`src/rtl/screen_draw_sequencer_if.sv`:
```
// Request, drawer and VGA-side signals of the screen draw sequencer.
// The sequencer uses the slave modport; the environment around it uses master.
interface screen_draw_sequencer_if #(
    parameter int NUM_SRC = 4,
    parameter int SEL_W   = 2
);
    logic                   req_valid;
    logic [SEL_W-1:0]       req_sel;
    logic                   req_ready;
    logic [NUM_SRC-1:0]     src_resetn;
    logic [8*NUM_SRC-1:0]   src_x;
    logic [7*NUM_SRC-1:0]   src_y;
    logic [9*NUM_SRC-1:0]   src_colour;
    logic [NUM_SRC-1:0]     src_done;
    logic [7:0]             vga_x;
    logic [6:0]             vga_y;
    logic [8:0]             vga_colour;
    logic                   vga_plot;
    logic                   busy;
    logic                   frame_done;
    logic                   error;

    modport slave (
        input  req_valid, req_sel, src_x, src_y, src_colour, src_done,
        output req_ready, src_resetn, vga_x, vga_y, vga_colour, vga_plot,
               busy, frame_done, error
    );

    modport master (
        output req_valid, req_sel, src_x, src_y, src_colour, src_done,
        input  req_ready, src_resetn, vga_x, vga_y, vga_colour, vga_plot,
               busy, frame_done, error
    );
endinterface

```
`src/rtl/screen_draw_sequencer.sv`:
```
// Runs one selected drawer at a time: releases it from reset, forwards its
// pixel stream to the VGA port, and aborts it if done never arrives.
module screen_draw_sequencer #(
    parameter int NUM_SRC = 4,
    parameter int SEL_W   = 2,
    parameter int TIMEOUT = 20000,
    parameter int CNT_W   = 15
) (
    input  logic                    clk,
    input  logic                    reset,
    screen_draw_sequencer_if.slave  bus
);
    typedef enum logic [2:0] {
        S_IDLE    = 3'd0,
        S_RELEASE = 3'd1,
        S_WAIT    = 3'd2,
        S_PLOT    = 3'd3,
        S_FINISH  = 3'd4
    } state_t;

    state_t             r_state;
    state_t             w_state_next;
    logic [SEL_W-1:0]   r_sel;
    logic [SEL_W-1:0]   w_sel_next;
    logic [CNT_W-1:0]   r_wd;
    logic [CNT_W-1:0]   w_wd_next;
    logic               r_err;
    logic               w_err_next;
    logic               w_sel_ok;
    logic               w_done_sel;
    logic               w_running;

    // Next-state decode, drawer reset release and pixel forwarding
    always_comb begin
        w_state_next    = r_state;
        w_sel_next      = r_sel;
        w_wd_next       = r_wd;
        w_err_next      = r_err;
        w_sel_ok        = ({1'b0, bus.req_sel} < (SEL_W + 1)'(NUM_SRC));
        w_done_sel      = 1'b0;
        w_running       = (r_state == S_RELEASE) || (r_state == S_WAIT) ||
                          (r_state == S_PLOT);
        bus.req_ready   = 1'b0;
        bus.busy        = 1'b1;
        bus.src_resetn  = '0;
        bus.vga_plot    = 1'b0;
        bus.vga_x       = 8'd0;
        bus.vga_y       = 7'd0;
        bus.vga_colour  = 9'd0;
        bus.frame_done  = 1'b0;
        bus.error       = 1'b0;

        // Only the latched source is released, watched and forwarded
        for (int i = 0; i < NUM_SRC; i++) begin
            if (int'(r_sel) == i) begin
                bus.src_resetn[i] = w_running;
                w_done_sel        = bus.src_done[i];
                if (r_state == S_PLOT) begin
                    bus.vga_x      = bus.src_x[8*i +: 8];
                    bus.vga_y      = bus.src_y[7*i +: 7];
                    bus.vga_colour = bus.src_colour[9*i +: 9];
                end else begin
                    bus.vga_x      = 8'd0;
                end
            end else begin
                bus.src_resetn[i] = 1'b0;
            end
        end

        case (r_state)
            S_IDLE: begin
                bus.req_ready = 1'b1;
                bus.busy      = 1'b0;
                if (bus.req_valid) begin
                    w_sel_next   = bus.req_sel;
                    w_err_next   = !w_sel_ok;
                    w_state_next = w_sel_ok ? S_RELEASE : S_FINISH;
                end else begin
                    w_state_next = S_IDLE;
                end
            end
            S_RELEASE: begin
                w_state_next = S_WAIT;
            end
            S_WAIT: begin
                w_state_next = S_PLOT;
                w_wd_next    = '0;
            end
            S_PLOT: begin
                bus.vga_plot = 1'b1;
                w_wd_next    = r_wd + CNT_W'(1);
                // done wins over the watchdog when both land on the same cycle
                if (w_done_sel) begin
                    w_state_next = S_FINISH;
                    w_err_next   = 1'b0;
                end else if (r_wd == CNT_W'(TIMEOUT - 1)) begin
                    w_state_next = S_FINISH;
                    w_err_next   = 1'b1;
                end else begin
                    w_state_next = S_PLOT;
                end
            end
            S_FINISH: begin
                bus.frame_done = 1'b1;
                bus.error      = r_err;
                w_state_next   = S_IDLE;
            end
            default: begin
                w_state_next = S_IDLE;
            end
        endcase
    end

    // State, latched select, watchdog and abort flag
    always_ff @(posedge clk) begin
        if (reset) begin
            r_state <= S_IDLE;
            r_sel   <= '0;
            r_wd    <= '0;
            r_err   <= 1'b0;
        end else begin
            r_state <= w_state_next;
            r_sel   <= w_sel_next;
            r_wd    <= w_wd_next;
            r_err   <= w_err_next;
        end
    end
endmodule

```
`src/flat_wrapper.sv`:
```
// flat-port wrapper written by rule: the top's interface ports become plain ports
module screen_draw_sequencer_flat 
#(
    parameter int NUM_SRC = 4,
    parameter int SEL_W   = 2,
    parameter int TIMEOUT = 20000,
    parameter int CNT_W   = 15
)
  (clk, reset, bus_req_valid, bus_req_sel, bus_src_x, bus_src_y, bus_src_colour, bus_src_done, bus_req_ready, bus_src_resetn, bus_vga_x, bus_vga_y, bus_vga_colour, bus_vga_plot, bus_busy, bus_frame_done, bus_error);
  screen_draw_sequencer_if #(.NUM_SRC(NUM_SRC), .SEL_W(SEL_W)) bus_i ();
  input  logic clk;
  input  logic reset;
  input wire logic [$bits(bus_i.req_valid)-1:0] bus_req_valid;
  input wire logic [$bits(bus_i.req_sel)-1:0] bus_req_sel;
  input wire logic [$bits(bus_i.src_x)-1:0] bus_src_x;
  input wire logic [$bits(bus_i.src_y)-1:0] bus_src_y;
  input wire logic [$bits(bus_i.src_colour)-1:0] bus_src_colour;
  input wire logic [$bits(bus_i.src_done)-1:0] bus_src_done;
  output wire logic [$bits(bus_i.req_ready)-1:0] bus_req_ready;
  output wire logic [$bits(bus_i.src_resetn)-1:0] bus_src_resetn;
  output wire logic [$bits(bus_i.vga_x)-1:0] bus_vga_x;
  output wire logic [$bits(bus_i.vga_y)-1:0] bus_vga_y;
  output wire logic [$bits(bus_i.vga_colour)-1:0] bus_vga_colour;
  output wire logic [$bits(bus_i.vga_plot)-1:0] bus_vga_plot;
  output wire logic [$bits(bus_i.busy)-1:0] bus_busy;
  output wire logic [$bits(bus_i.frame_done)-1:0] bus_frame_done;
  output wire logic [$bits(bus_i.error)-1:0] bus_error;
  assign bus_i.req_valid = bus_req_valid;
  assign bus_i.req_sel = bus_req_sel;
  assign bus_i.src_x = bus_src_x;
  assign bus_i.src_y = bus_src_y;
  assign bus_i.src_colour = bus_src_colour;
  assign bus_i.src_done = bus_src_done;
  assign bus_req_ready = bus_i.req_ready;
  assign bus_src_resetn = bus_i.src_resetn;
  assign bus_vga_x = bus_i.vga_x;
  assign bus_vga_y = bus_i.vga_y;
  assign bus_vga_colour = bus_i.vga_colour;
  assign bus_vga_plot = bus_i.vga_plot;
  assign bus_busy = bus_i.busy;
  assign bus_frame_done = bus_i.frame_done;
  assign bus_error = bus_i.error;
  screen_draw_sequencer #(.NUM_SRC(NUM_SRC), .SEL_W(SEL_W), .TIMEOUT(TIMEOUT), .CNT_W(CNT_W)) u_core (.clk(clk), .reset(reset), .bus(bus_i));
endmodule
```
`config.mk`:
```
export PLATFORM = sky130hd
export DESIGN_NAME = screen_draw_sequencer_flat
export DESIGN_NICKNAME = d
export VERILOG_FILES = /design/src/rtl/screen_draw_sequencer_if.sv /design/src/rtl/screen_draw_sequencer.sv /design/src/flat_wrapper.sv
export SDC_FILE = /design/constraint.sdc
export NUM_CORES = 1
export LEC_CHECK = 0
export BUFFER_PORTS_ARGS = -buffer_cell sky130_fd_sc_hd__clkbuf_2
export CAP_MARGIN = 20
export CORE_ASPECT_RATIO = 1.1
export CORE_MARGIN = 5
export CORE_UTILIZATION = 44
export CTS_CLUSTER_DIAMETER = 80
export DETAILED_ROUTE_END_ITERATION = 8
export PLACE_DENSITY = 0.87
export SLEW_MARGIN = 20
export SYNTH_ARGS = -nofsm -noshare
export SYNTH_HDL_FRONTEND = slang
export SYNTH_SLANG_ARGS = --single-unit
```
`constraint.sdc`:
```
create_clock -name clk -period 2.7 [get_ports clk]
set_input_delay 0.27 -clock clk [delete_from_list [all_inputs] [get_ports clk]]
set_output_delay 0.27 -clock clk [all_outputs]
set_load 0.03 [all_outputs]
```
**After elaboration in Yosys (flattened, before gate mapping)**

Cells that the tools add are included.
Widths: inputs -> output; s select.

- Bits in registers: 21

- Muxes and demuxes: 46
- Reduce and logical (&&, ||, !) cells: 8
- Equal/unequal tests: 10
- $add $sub $neg: 1

Operator list:

| kind | count |
|---|---|
| $mux 9 | 8 |
| $mux 8 | 8 |
| $mux 7 | 8 |
| $pmux 15 s2 | 1 |
| $mux 1 | 17 |
| $add 15x1->15 const B | 1 |
| $eq 15x15->1 const B | 1 |
| $pmux 3 s4 | 1 |
| $eq 3x2->1 const B | 2 |
| $mux 3 | 2 |
| $eq 2x2->1 const B | 2 |
| $reduce_bool 2->1 | 2 |
| $eq 3x1->1 const B | 1 |
| $eq 3x3->1 const B | 1 |
| $logic_not 3->1 | 1 |
| $ne 3x2->1 const B | 1 |
| $reduce_and 3->1 | 1 |
| $eq 2x1->1 const B | 1 |
| $logic_not 2->1 | 1 |
| $logic_or 1x1->1 | 2 |
| $ne 2x2->1 const B | 1 |
| $pmux 1 s2 | 1 |
| $reduce_and 2->1 | 1 |

**Logic depth before layout (Yosys ltp)**

Gate-level depths: netlist of the first run.

- Depth after elaboration: 9
- Gate-level depth with buffers: 6

**Least setup slack after synthesis of the first run**

No wires, ideal clock.

- Kind: register to output
- From: register u_core.r_sel[1]
- To: output port bus_src_resetn[0]
- Cell stages (with the launch flop): 4
- Path buffers: 2
- Arrival time: 1701 ps
- Setup slack: 729 ps
- Path through: dfxtp_1 -> buf_2 -> buf_1 -> nor4_1

- Word-level cells in the longest chain between the ends: 2

Ends and longest elaborated chain:

| element | line | text |
|---|---|---|
| from (decl) | screen_draw_sequencer.sv:23 | `logic [SEL_W-1:0] r_sel;` |
| from (signal assigned) | screen_draw_sequencer.sv:123 | `r_sel <= w_sel_next;` |
| $logic_not 2->1 | screen_draw_sequencer.sv:55 | `if (int'(r_sel) == i) begin` |
| $mux 1 | screen_draw_sequencer.sv:55 |  |
| to (decl) | flat_wrapper.sv:20 | `output wire logic [$bits(bus_i.src_resetn)-1:0] bus_src_resetn;` |

Every way passes these cells.

**Worst setup path after layout of the first run**

- From: register u_core.r_state[0]
- To: output port bus_vga_colour[6]

- Word-level cells in the longest chain between the ends: 9

Ends and longest elaborated chain:

| element | line | text |
|---|---|---|
| from (decl) | screen_draw_sequencer.sv:21 | `state_t r_state;` |
| from (signal assigned) | screen_draw_sequencer.sv:122 | `r_state <= w_state_next;` |
| $eq 3x2->1 (*) | screen_draw_sequencer.sv:58 | `if (r_state == S_PLOT) begin` |
| $mux 9 | screen_draw_sequencer.sv:58 |  |
| $mux 9 | screen_draw_sequencer.sv:55 |  |
| $mux 9 | screen_draw_sequencer.sv:58 |  |
| $mux 9 | screen_draw_sequencer.sv:55 |  |
| $mux 9 | screen_draw_sequencer.sv:58 |  |
| $mux 9 | screen_draw_sequencer.sv:55 |  |
| $mux 9 | screen_draw_sequencer.sv:58 |  |
| $mux 9 (*) | screen_draw_sequencer.sv:55 |  |
| to (decl) | flat_wrapper.sv:23 | `output wire logic [$bits(bus_i.vga_colour)-1:0] bus_vga_colour;` |

Every way passes the cells marked *; elsewhere a longest branch is shown, timed or not.

==> results of run 1 <==
kinds of logic (layout without fill, tap and decap cells):
family / count (synthesis) / in the layout
buf+inv: 21 / 148
fa+ha+maj: 1 / 1
compound gates: 37 / 37
flops: 21 / 21
mux: 26 / 26
simple gates: 97 / 97
worst min-delay path, stage by stage:
cell and delay, ns:
clkbuf_2 0.08, nand3_1 0.05, a21oi_1 0.05
metrics by stage:
stage | setup WS (ns) | hold WS [ns]
after detailed placement | 0.749 | 0.505
after floorplan | 0.729 | 0.418
final | 0.470 | 0.228
after CTS | 0.439 | 0.226
after global routing | 0.358 | 0.259
after global placement | 0.819 | 0.486
registers in the layout (all words and copies together) (netlist names):
register        count
u_core.r_err        1
u_core.r_wd        15
u_core.r_state      3
u_core.r_sel        2
cell usage in the layout, fill, tap and decap left out, drive strengths merged, types with 3 or more instances in the layout:
| master | n |
|---|---|
| a21oi | 14 |
| a31oi | 3 |
| and2 | 26 |
| and3 | 4 |
| buf | 3 |
| clkbuf | 140 |
| dfxtp | 21 |
| inv | 4 |
| mux4 | 25 |
| nand2 | 16 |
| nand3 | 12 |
| nand4 | 4 |
| nor2 | 15 |
| nor2b | 4 |
| nor4 | 3 |
| o21ai | 9 |
| or3 | 3 |
Yosys cell counts (3+ instances only):
cell	count	area (µm²)
a21oi_1	14	70.1
a31oi_1	3	18.8
and2_1	26	163
and3_1	4	25.0
buf_2	4	20.0
clkbuf_1	9	33.8
dfxtp_1	21	420
inv_1	4	15.0
mux4_2	25	563
nand2_1	16	60.1
nand3_1	12	60.1
nand4_1	4	25.0
nor2_1	15	56.3
nor2b_1	4	25.0
nor4_1	3	18.8
o21ai_0	9	45.0
or3_1	3	18.8
how the worst max path moves through the flow:
stage | start | cells past startpoint | slack, ns | endpoint
floorplan | u_core.r_sel[1]$_SDFFE_PP0P_ | 3 | 0.73 | bus_src_resetn[0]
global placement | u_core.r_state[2]$_SDFF_PP0_ | 4 | 0.82 | bus_vga_colour[6]
detailed placement | u_core.r_state[0]$_SDFF_PP0_ | 4 | 0.75 | bus_vga_colour[6]
CTS | u_core.r_state[0]$_SDFF_PP0_ | 4 | 0.44 | bus_vga_colour[6]
global route | u_core.r_state[0]$_SDFF_PP0_ | 4 | 0.36 | bus_vga_colour[6]
finish | u_core.r_state[0]$_SDFF_PP0_ | 4 | 0.47 | bus_vga_colour[6]
metal layers:
layer / up-vias / track usage / routed length, µm
li1: 1028 / - / -
met1: 1016 / 0.289 / 2610
met2: 102 / 0.380 / 3290
met3: 7 / 0.0613 / 646
met4: 0 / 0.0545 / 83
met5: - / 0 / 0
power breakdown:
| group | internal [µW] | switching, µW | total (µW) |
|---|---|---|---|
| logic | 162 | 152 | 315 |
| registers | 316 | 9.97 | 326 |
| clock network | 103 | 109 | 212 |
| total | 582 | 271 | 853 |
layout make-up:
| class | count | share of cell area |
|---|---|---|
| clock buffers | 3 | 0.0158 |
| clock inverters | 1 | 0.00191 |
| inverters | 4 | 0.00574 |
| multi-input cells | 161 | 0.515 |
| flip-flops and latches | 21 | 0.161 |
| well taps | 52 | 0.0249 |
| repair buffers | 140 | 0.276 |
==> impl_metrics.json, run 1 <==
{
  "stdcell_count": 382,
  "rows": 24,
  "final_nets": 437,
  "stdcell_area_um2": 2610,
  "h-tree-depth": 1,
  "period_needed_ns": 2.23,
  "n_antenna_cell": 0,
  "fmax_mhz": 449,
  "vias": 2153,
  "synth-edff-count": 0,
  "worstReg2RegEnd": "u_core.r_err$_SDFFE_PP0P_",
  "track_usage": 0.226,
  "antenna_found_initial": 0,
  "syn_avg_cell_area_um2": 9.15,
  "dp_cells": 378,
  "drt_iter0_drc": 151,
  "end_kind": "output port",
  "grt_remaining_overflow": 0,
  "grt_start_max_net_pins": 31,
  "outcome": "finished clean",
  "cp_cell_sequence": "nand3b_1, inv_1, and2_1, clkbuf_2",
  "cts_root_buffer": "clkbuf_8",
  "ios": 138,
  "die_w_um": 71.9,
  "dp_hpwl_um": 5580,
  "rr_worst_depth": 4,
  "syn_area_um2": 1860,
  "hold_viol": 0,
  "p_leak_uw": 0.00120,
  "total_power_uw": 853,
  "multiInputGateArea_um2": 1350,
  "start_kind": "flop",
  "cpLargestDelayFamily": "buffers and inverters",
  "synthAdderAreaFrac": 0.00674,
  "place_area_um2": 2570,
  "grt_pass1_vias": 1988,
  "setup-tns-final_ns": 0,
  "die_area_um2": 5620,
  "clock_sink_count": 21,
  "drc": 0,
  "report.final.slew_viol_count": 0,
  "synth-xor-area-share": 0,
  "syn_nets": 309,
  "fin_skew_ns": 0.00673,
  "drive_gt1_frac": 0.521,
  "routabilityCongestion": 0.881,
  "timing.rr.start": "u_core.r_sel[0]$_SDFFE_PP0P_",
  "crit_type": "flop to output port",
  "cpPeakStageDelay_ns": 0.54,
  "synth.area.mux_share": 0.309,
  "rrSetupSlack_ns": 0.85,
  "slowest_stage": "inv_1",
  "yosys_warnings": 0,
  "holdPathStages": 3,
  "relSlewSlack": 0.513,
  "worst_pin_slew_ns": 0.728,
  "cts_tree": "yes",
  "grt_pass1_wl_um": 10100,
  "via_per_inst": 5.64,
  "port_buffers": 137,
  "fillers": 346,
  "dr.pass1.iters": 4,
  "path_buf_inv": 2,
  "cts_made_buffers": 3,
  "synth_compound_area_frac": 0.125,
  "critical_path_required_ns": 2.43,
  "grt_setup_unrepaired": "no",
  "finalWirelength_um": 6620,
  "period_share": 0.826,
  "path_max_fanout": 27,
  "floorplan.initialDensity": 0.461,
  "clock_path_buffers": 2,
  "path_clk_slew_ns": 0.08,
  "synth-async-reset-ratio": 0,
  "syn-instance-count": 203,
  "p_per_area_nw_per_um2": 326,
  "post_cts_buffers": 0,
  "synth_flop_cell": "dfxtp_1",
  "synth-simple-area-share": 0.284,
  "ff_latch_area_um2": 422,
  "die_y_um": 78.1,
  "core-area_um2": 4020,
  "ys_seq_area_frac": 0.226,
  "holdBufCountCts": 0,
  "ctsResizeCount": 0,
  "synth-seq-cells": 21,
  "wire_per_inst_um": 17.3,
  "synth.distinct_cells": 36,
  "min_from": "bus_req_sel[1]",
  "clk-insertion-delay-late_ns": 0.27,
  "finalSetupViolations": 0,
  "maxCapViolCount": 0,
  "cp.arrival_ns": 1.96,
  "ir_worst_vdd_uv": 217,
  "area_growth_pct": 40.8,
  "hold_class": "primary input to flop",
  "synth_top_family_by_area": "multiplexers",
  "hold_end": "u_core.r_sel[1]$_SDFFE_PP0P_",
  "final_core_util": 0.650,
  "final_antenna_net_count": 0
}
Note: power is estimated with default switching activity, not from simulation.
==> run 2: changes to the inputs <==
--- a/config.mk
+++ b/config.mk
@@ -5,14 +5,15 @@
 export SDC_FILE = /design/constraint.sdc
 export NUM_CORES = 1
 export LEC_CHECK = 0
+export ABC_AREA = 1
 export BUFFER_PORTS_ARGS = -buffer_cell sky130_fd_sc_hd__clkbuf_2
 export CAP_MARGIN = 20
 export CORE_ASPECT_RATIO = 1.1
 export CORE_MARGIN = 5
-export CORE_UTILIZATION = 44
+export CORE_UTILIZATION = 41
 export CTS_CLUSTER_DIAMETER = 80
 export DETAILED_ROUTE_END_ITERATION = 8
-export PLACE_DENSITY = 0.87
+export PLACE_DENSITY = 0.81
 export SLEW_MARGIN = 20
 export SYNTH_ARGS = -nofsm -noshare
 export SYNTH_HDL_FRONTEND = slang
==> constraint.sdc (replaced) <==
create_clock -name clk -period 2.3 [get_ports clk]
set_input_delay 0.23 -clock clk [delete_from_list [all_inputs] [get_ports clk]]
set_output_delay 0.23 -clock clk [all_outputs]
set_load 0.03 [all_outputs]
==> run 2 against run 1 <==
Net effect: power is 13% higher; clock skew is 0.0057 ns lower; clock power is 16% higher.
==> impl_metrics.json, run 2 <==
{
  "outcome": "finished clean",
  "drive_gt1_frac": 0.347,
  "clk-insertion-delay-late_ns": 0.27,
  "port_buffers": 137,
  "grt_util_met1": 0.290,
  "routabilityCongestion": 0.945,
  "finalSetupViolations": 0,
  "syn_avg_cell_area_um2": 5.63,
  "min_from": "bus_req_sel[0]",
  "worstReg2RegEnd": "u_core.r_err$_SDFFE_PP0P_",
  "path_buf_inv": 3,
  "floorplan.initialDensity": 0.428,
  "synthAdderAreaFrac": 0.00668,
  "grt_pass1_vias": 2435,
  "antenna_found_initial": 0,
  "syn_area_um2": 1870,
  "maxCapViolCount": 0,
  "finalWirelength_um": 7460,
  "grt_busiest_layer": "met2",
  "final_nets": 568,
  "worst_pin_slew_ns": 0.486,
  "synth_flop_cell": "dfxtp_1",
  "setup-tns-final_ns": 0,
  "dr.pass1.iters": 5,
  "via_per_inst": 5.33,
  "die_w_um": 74.5,
  "grt_pass1_wl_um": 11300,
  "final_cell_mix": "clkbuf_2 (137), nand2_1 (93), nand3_1 (66), nor2_1 (31), nand4_1 (26)",
  "cp_cell_sequence": "nand2_1, nor2_4, inv_1, nor2_1, buf_6, nand2_1, nand4_1, clkbuf_2",
  "synth-edff-count": 0,
  "period_needed_ns": 2.11,
  "final_antenna_net_count": 0,
  "cts_root_buffer": "clkbuf_8",
  "synth.area.mux_share": 0,
  "vias": 2746,
  "crit_top_cell": "nand2_1",
  "path_clk_slew_ns": 0.08,
  "synth-simple-area-share": 0.555,
  "holdBufCountCts": 0,
  "synth_top_area_share": 0.224,
  "h-tree-depth": 1,
  "drt_iter0_drc": 239,
  "synth-xor-area-share": 0,
  "critical_path_required_ns": 2.07,
  "n_antenna_cell": 0,
  "cpPeakStageDelay_ns": 0.37,
  "p_leak_uw": 0.00124,
  "report.final.slew_viol_count": 0,
  "die_area_um2": 6030,
  "synth_common_cells": "nand2_1 (93), nand3_1 (66), nor2_1 (32)",
  "grt_remaining_overflow": 0,
  "area_growth_pct": 40.4,
  "hold_viol": 0,
  "largest_reg_flops": 15,
  "drc": 0,
  "core-area_um2": 4380,
  "final_common_cell": "clkbuf_2",
  "synth-async-reset-ratio": 0,
  "clock_sink_count": 21,
  "syn_nets": 439,
  "timing.rr.start": "u_core.r_wd[1]$_SDFFE_PP0P_",
  "ios": 138,
  "cts_tree": "yes",
  "relSlewSlack": 0.675,
  "syn-instance-count": 333,
  "ys_seq_area_frac": 0.224,
  "hold_class": "primary input to flop",
  "cpLargestDelayFamily": "simple AND/OR/NAND/NOR gates",
  "fillers": 431,
  "startpoint": "u_core.r_state[1]$_SDFF_PP0_",
  "crit_path_end": "bus_vga_x[5]",
  "grtUsageMet3": 0.0495,
  "die_y_um": 80.9,
  "rows": 25,
  "fin_skew_ns": 0.00104,
  "synth_top_family_by_area": "simple AND/OR/NAND/NOR gates",
  "wire_per_inst_um": 14.5,
  "slowest_stage": "dfxtp_1",
  "synth.distinct_cells": 25,
  "cts_made_buffers": 3,
  "largest_registers": "u_core.r_wd (15), u_core.r_state (3), u_core.r_sel (2)",
  "synth-seq-cells": 21,
  "cp.arrival_ns": 1.88,
  "place_area_um2": 2580,
  "fmax_mhz": 474,
  "track_usage": 0.235,
  "regMostFlops": "u_core.r_wd",
  "yosysTopAreaCell": "dfxtp_1",
  "rr_worst_depth": 7,
  "grt_setup_unrepaired": "no",
  "start_kind": "flop",
  "use_met2": 0.390,
  "netlist_top_cells_area": "dfxtp_1 (22%), nand2_1 (19%), nand3_1 (18%)",
  "yosys_warnings": 0,
  "period_share": 0.918,
  "path_max_fanout": 20,
  "cp_num_cells": 8,
  "synth_compound_area_frac": 0.104,
  "yosysMostFrequentCell": "nand2_1",
  "dp_hpwl_um": 6230,
  "stdcell_area_um2": 2630,
  "grt_start_max_net_pins": 50,
  "rrSetupSlack_ns": 0.74,
  "crit_type": "flop to output port",
  "p_per_area_nw_per_um2": 368,
  "ir_worst_vdd_uv": 416,
  "clock_path_buffers": 2,
  "end_kind": "output port"
}
run 2: cell types whose count changed after synthesis, moves of 5 or more:
cell | before | now
and2_1 | 26 | 0
o21ai_1 | 0 | 6
inv_1 | 4 | 20
nor2_1 | 15 | 32
nor3_1 | 2 | 7
o21ai_0 | 9 | 3
nand4_1 | 4 | 26
nand2_1 | 16 | 93
mux4_2 | 25 | 0
inv_2 | 0 | 9
nand3_1 | 12 | 66
run 2: final cells by class:
| type | instances | area, µm² | area share |
|---|---|---|---|
| clock buffers | 3 | 41.3 | 0.0157 |
| clock inverters | 1 | 5.00 | 0.00190 |
| well taps | 54 | 67.6 | 0.0257 |
| flip-flops and latches | 21 | 420 | 0.160 |
| multi-input cells | 265 | 1260 | 0.477 |
| repair buffers | 142 | 731 | 0.278 |
| inverters | 29 | 110 | 0.0418 |
run 2: what timing repair did:
action / CTS / global route
buffers inserted: 0 / 0
endpoints found under the setup margin: 0 / 7
gates resized for setup: 0 / 3
run 2: power by group:
part | internal (µW) | switching, µW | total (µW) | leakage, µW
clock | 121 | 125 | 246 | 0.0000255
combinational | 124 | 210 | 334 | 0.00104
sequential | 372 | 15.2 | 387 | 0.000170
run 2: metrics by stage:
stage / cells / util / hold slack, ns / total power (µW) / worst slack [ns]
after floorplan: 333 / - / 0.299 / 575 / 0.730
after global placement: 511 / 0.588 / 0.474 / 724 / 0.518
after detailed placement: 511 / 0.588 / 0.481 / 727 / 0.449
after CTS: 515 / 0.599 / 0.230 / 971 / 0.146
after global routing: 515 / 0.601 / 0.226 / 1020 / 0.00746
final: 515 / 0.601 / 0.230 / 967 / 0.188
run 2: cells by family after synthesis:
group	Yosys count
simple gates	230
buf+inv	47
compound gates	34
flops	21
fa+ha+maj	1
run 2: layer usage:
layer	wire [µm]	vias up
met5	0	-
met4	235	0
met3	786	21
met2	3580	140
met1	2850	1199
li1	-	1386
run 2: worst min-delay path, stage by stage:
cell and delay [ns]:
clkbuf_2 0.08, o21ai_1 0.06, a21oi_1 0.10
run 2: worst min-delay path by stage:
stage / end / slack, ns / cells past startpoint
floorplan: u_core.r_state[0]$_SDFF_PP0_ / 0.30 / 1
global placement: u_core.r_wd[14]$_SDFFE_PP0P_ / 0.47 / 2
detailed placement: u_core.r_wd[14]$_SDFFE_PP0P_ / 0.48 / 2
CTS: u_core.r_sel[0]$_SDFFE_PP0P_ / 0.23 / 3
global route: u_core.r_sel[0]$_SDFFE_PP0P_ / 0.23 / 3
finish: u_core.r_sel[0]$_SDFFE_PP0P_ / 0.23 / 3
